$ cat config.mk
export PLATFORM = sky130hd
export DESIGN_NAME = select_carry_adder
export DESIGN_NICKNAME = d
export VERILOG_FILES = /design/src/rtl/sca_pkg.sv /design/src/rtl/bec_conv.sv /design/src/rtl/select_carry_adder.sv
export SDC_FILE = /design/constraint.sdc
export NUM_CORES = 1
export LEC_CHECK = 0
export CAP_MARGIN = 25
export CORE_MARGIN = 1.5
export CORE_UTILIZATION = 53
export DETAILED_ROUTE_END_ITERATION = 16
export DONT_BUFFER_PORTS = 1
export HOLD_SLACK_MARGIN = 0.15
export MAX_ROUTING_LAYER = met4
export PLACE_DENSITY = 0.68
export SLEW_MARGIN = 20
export SYNTH_ARGS = -nofsm -noshare
export SYNTH_HDL_FRONTEND = slang
export SYNTH_SLANG_ARGS = --single-unit
$ cat constraint.sdc
create_clock -name clk -period 4.5 [get_ports clk]
set_clock_uncertainty 0.15 [all_clocks]
set_input_delay 0.9 -clock clk [delete_from_list [all_inputs] [get_ports clk]]
set_output_delay 0.9 -clock clk [all_outputs]
set_load 0.02 [all_outputs]
$ cat src/rtl/sca_pkg.sv
// Shared configuration for the carry-select adder with BEC upper blocks.
// Default geometry plus a helper used to reject an illegal WIDTH/BLOCK split.
package sca_pkg;

  localparam int SCA_WIDTH = 16;
  localparam int SCA_BLOCK = 4;
  localparam int SCA_NBLK  = SCA_WIDTH / SCA_BLOCK;

  // True when the word splits into whole blocks of at least two bits.
  function automatic bit sca_cfg_ok(input int width, input int block);
    return (block >= 2) && (width >= block) && ((width % block) == 0);
  endfunction

endpackage

$ cat src/rtl/bec_conv.sv
// Binary-to-excess-1 converter: x1 = x + 1 modulo 2^N, all-ones wraps to zero.
// Replaces the carry-in=1 ripple adder of a classic carry-select block.
module bec_conv #(
  parameter int N = 5
) (
  input  logic [N-1:0] x,
  output logic [N-1:0] x1
);

  // Bit i toggles exactly when every lower bit is one.
  always_comb begin
    logic lower_ones;
    lower_ones = 1'b1;
    x1         = '0;
    for (int i = 0; i < N; i++) begin
      x1[i]      = x[i] ^ lower_ones;
      lower_ones = lower_ones & x[i];
    end
  end

endmodule

$ cat src/rtl/select_carry_adder.sv
// Registered carry-select adder, {cout,sum} = A + B + cin, BEC-based upper blocks.
// Define SCA_INPUT_REG_EN to register A/B/cin first (2-cycle latency instead of 1).
module select_carry_adder
  import sca_pkg::*;
#(
  parameter int WIDTH = SCA_WIDTH,
  parameter int BLOCK = SCA_BLOCK
) (
  input  logic             clk,
  input  logic             rst,
  input  logic [WIDTH-1:0] A,
  input  logic [WIDTH-1:0] B,
  input  logic             cin,
  output logic             cout,
  output logic [WIDTH-1:0] sum
);

  localparam int NBLK = WIDTH / BLOCK;

  if (!sca_cfg_ok(WIDTH, BLOCK)) begin : g_bad_cfg
    $error("select_carry_adder: WIDTH must be a multiple of BLOCK and BLOCK >= 2");
  end

  // Bit-level ripple adder for one block; returns {carry, sum}.
  function automatic logic [BLOCK:0] rca(input logic [BLOCK-1:0] a,
                                         input logic [BLOCK-1:0] b,
                                         input logic             ci);
    logic [BLOCK:0] r;
    logic           c;
    c = ci;
    r = '0;
    for (int i = 0; i < BLOCK; i++) begin
      r[i] = a[i] ^ b[i] ^ c;
      c    = (a[i] & b[i]) | (c & (a[i] ^ b[i]));
    end
    r[BLOCK] = c;
    return r;
  endfunction

  logic [WIDTH-1:0] a_p0;
  logic [WIDTH-1:0] b_p0;
  logic             cin_p0;

  // ---- stage 0: operand capture ----
`ifdef SCA_INPUT_REG_EN
  always_ff @(posedge clk) begin
    if (rst) begin
      a_p0   <= '0;
      b_p0   <= '0;
      cin_p0 <= 1'b0;
    end else begin
      a_p0   <= A;
      b_p0   <= B;
      cin_p0 <= cin;
    end
  end
`else
  assign a_p0   = A;
  assign b_p0   = B;
  assign cin_p0 = cin;
`endif

  // ---- stage 0 -> 1: carry-select adder ----
  logic [WIDTH-1:0] sum_c;

  for (genvar k = 0; k < NBLK; k++) begin : g_blk
    logic c;

    if (k == 0) begin : g_rca
      logic [BLOCK:0] r;
      assign r                = rca(a_p0[BLOCK-1:0], b_p0[BLOCK-1:0], cin_p0);
      assign sum_c[BLOCK-1:0] = r[BLOCK-1:0];
      assign c                = r[BLOCK];
    end else begin : g_sel
      logic [BLOCK:0] r0;
      logic [BLOCK:0] r1;
      logic [BLOCK:0] rs;

      assign r0 = rca(a_p0[k*BLOCK +: BLOCK], b_p0[k*BLOCK +: BLOCK], 1'b0);

      bec_conv #(
        .N (BLOCK + 1)
      ) u_bec (
        .x  (r0),
        .x1 (r1)
      );

      assign rs                     = g_blk[k-1].c ? r1 : r0;
      assign sum_c[k*BLOCK +: BLOCK] = rs[BLOCK-1:0];
      assign c                      = rs[BLOCK];
    end
  end

  // ---- stage 1: result register ----
  logic [WIDTH-1:0] sum_p1;
  logic             cout_p1;

  always_ff @(posedge clk) begin
    if (rst) begin
      sum_p1  <= '0;
      cout_p1 <= 1'b0;
    end else begin
      sum_p1  <= sum_c;
      cout_p1 <= g_blk[NBLK-1].c;
    end
  end

  assign sum  = sum_p1;
  assign cout = cout_p1;

endmodule

==> out/metrics.cfg <==
[floorplanning]
initial_core_util=0.5827
fp-row-count=16
io_pins=52
dieWidth_um=50.38
fp.dieH_um=50.38
die_area_mm2=0.002538
core_area_mm2=0.002042

[setup_path]
critical_path.slowest_cell=fa_1
start_kind=input port
crit_buf_inv=2
startpoint=A[0]
worstSetupEndpointType=flop
crit_chain=fa_1 -> fa_1 -> inv_1 -> fa_1 -> inv_1 -> fa_1 -> nand2_4 -> mux2i_4 -> mux2i_1 -> mux2_2
crit_required_ns=4.54
cp.depth=10
path_max_fanout=7
cpMostUsedCell=fa_1
critPathKind=input port to flop
slowest_delay_ns=0.52
worstPathArrival_ns=3.54
path_delay_family=adder cells

[final_layout]
nets=179
utilization=0.6023
seqCellArea_um2=340.3
multi_input_area_um2=732.0
n_fill_cell=198
area_growth_pct=3.365
antenna_cells=0
drive_gt1_frac=0.08475

[synth]
synth_cells=117
synth_area_leader_cell=dfxtp_1
yosys_warnings=0
synthArstFlopShare=0
synthFlopType=dfxtp_1
yosysMostFrequentCell=inv_1
syn_avg_cell_area_um2=10.17
synth_top_area_share=0.2860
synth_area_leaders=dfxtp_1, fa_1, ha_1
syn-num-nets=177
synth_edf_count=0
syn_area_mm2=0.001190
synthTopCellsByCount=inv_1, dfxtp_1, nor2_1
seq_area_frac_synth=0.2860
ys_types=20
ys_ff_latch=17

[grt]
grt_pass1_vias=788
grt_max_degree=23
overflow=0
antenna_found_initial=0
grtUsageTotal=0.1649
grt_pass1_wl_um=3042

[timing]
setup_violations=0
rsz0062_at_grt=false
maxSlewHeadroom=0.6816
clock.fmax_mhz=285.7
finalSetupTns_ns=0
setup_ws_ns=1.000
worst_pin_slew_ns=0.4760
drv_slew=0
final.min_clock_period_ns=3.500
finalHoldViolations=0
fin_crit_sh=0.7778

[place]
dp_slack_ns=0.6715
routabilityCongestion=0.7186
hpwl_um=1468
port_buffers=0

[clock_network]
hold_buffers=0
htree_levels=1
cts_resized=0
cts_tree=yes
postCtsSetupBuffers=0
cts-root-buf=clkbuf_4
cts.clk_slew.worst_paths_ns=0.10
clock_path_buffers=2
cts.sinks=17
cts_buffers=3

[worst_hold_path]
hp-class=input port to flop
hold_depth=1
worstHoldStart=rst

[power]
vdd_drop_max_mv=0.1782
powerDensity_mw_per_mm2=326.7
p_leak_nw=0.6146

[detailed_routing]
avgRoutedWirePerCell_um=11.52
via_per_inst=4.917
vias=713
wirelength_um=1671
drt_iter0_drc=2
dr.pass1.iters=4
ant_nets=0
remaining_drc_errors=0

[run]
maxCapViolations=0

[outcome]
status=finished, final reports clean

## flip-flops by register name, indices dropped and copies added, names as in the netlist
signal / flops
sum: 16
cout: 1
## placed cells by master (no fill, tap or decap), types with 2 or more instances in the layout
master and count:
xor2_1 2, nor2b_1 7, ha_1 12, inv_1 26, mux2i_1 5, dfxtp_1 17
a21oi_1 2, mux2_2 4, nor2_1 15, nand2_1 2, nand2b_1 4, clkbuf_4 3
fa_1 13
## logic make-up after synthesis
group                      share of synthesized area
adders and majority gates                     0.3449
and+or+nand+nor                               0.1209
DFF                                           0.2860
buffers and inverters                        0.09883
AOI/OAI and AO/OA                            0.01472
xor gates and xnor gates                     0.03576
muxes                                        0.09884
## metrics by stage
step | cells | total power, mW | instance area (um2) | hold WS, ns
6_report | 145 | 0.4018 | 1230 | 0.5176
5_1_grt | 145 | 0.4349 | 1230 | 0.4939
4_1_cts | 145 | 0.4080 | 1230 | 0.5093
3_5_place_dp | 141 | 0.3272 | 1204 | 0.8254
3_3_place_gp | 141 | 0.3195 | 1204 | 0.8204
2_1_floorplan | 117 | 0.3084 | 1190 | 0.9905
## where the power goes
group / internal (mW) / switching (mW)
combinational: 0.0546 / 0.0530
sequential: 0.174 / 0.0378
clock: 0.0344 / 0.0476
## final cells by class
type	count	share of cell area
inverter	26	0.07935
sequential	17	0.2767
multi-input combinational	71	0.5951
clock buffer	4	0.02136
tap	27	0.02747
## routing by layer
layer  GRT usage  up-vias  wire, um
li1            -      349         -
met5           -        -         0
met3     0.02679        5        93
met2      0.3004       29       912
met4     0.09459        0        42
met1      0.1654      330       623
## path summary, 6_finish.rpt
path | end | slack [ns]
worst min-delay path | sum[11] | 0.52
worst max-delay path | cout | 1.00
Power figures use the tool's default switching activity.
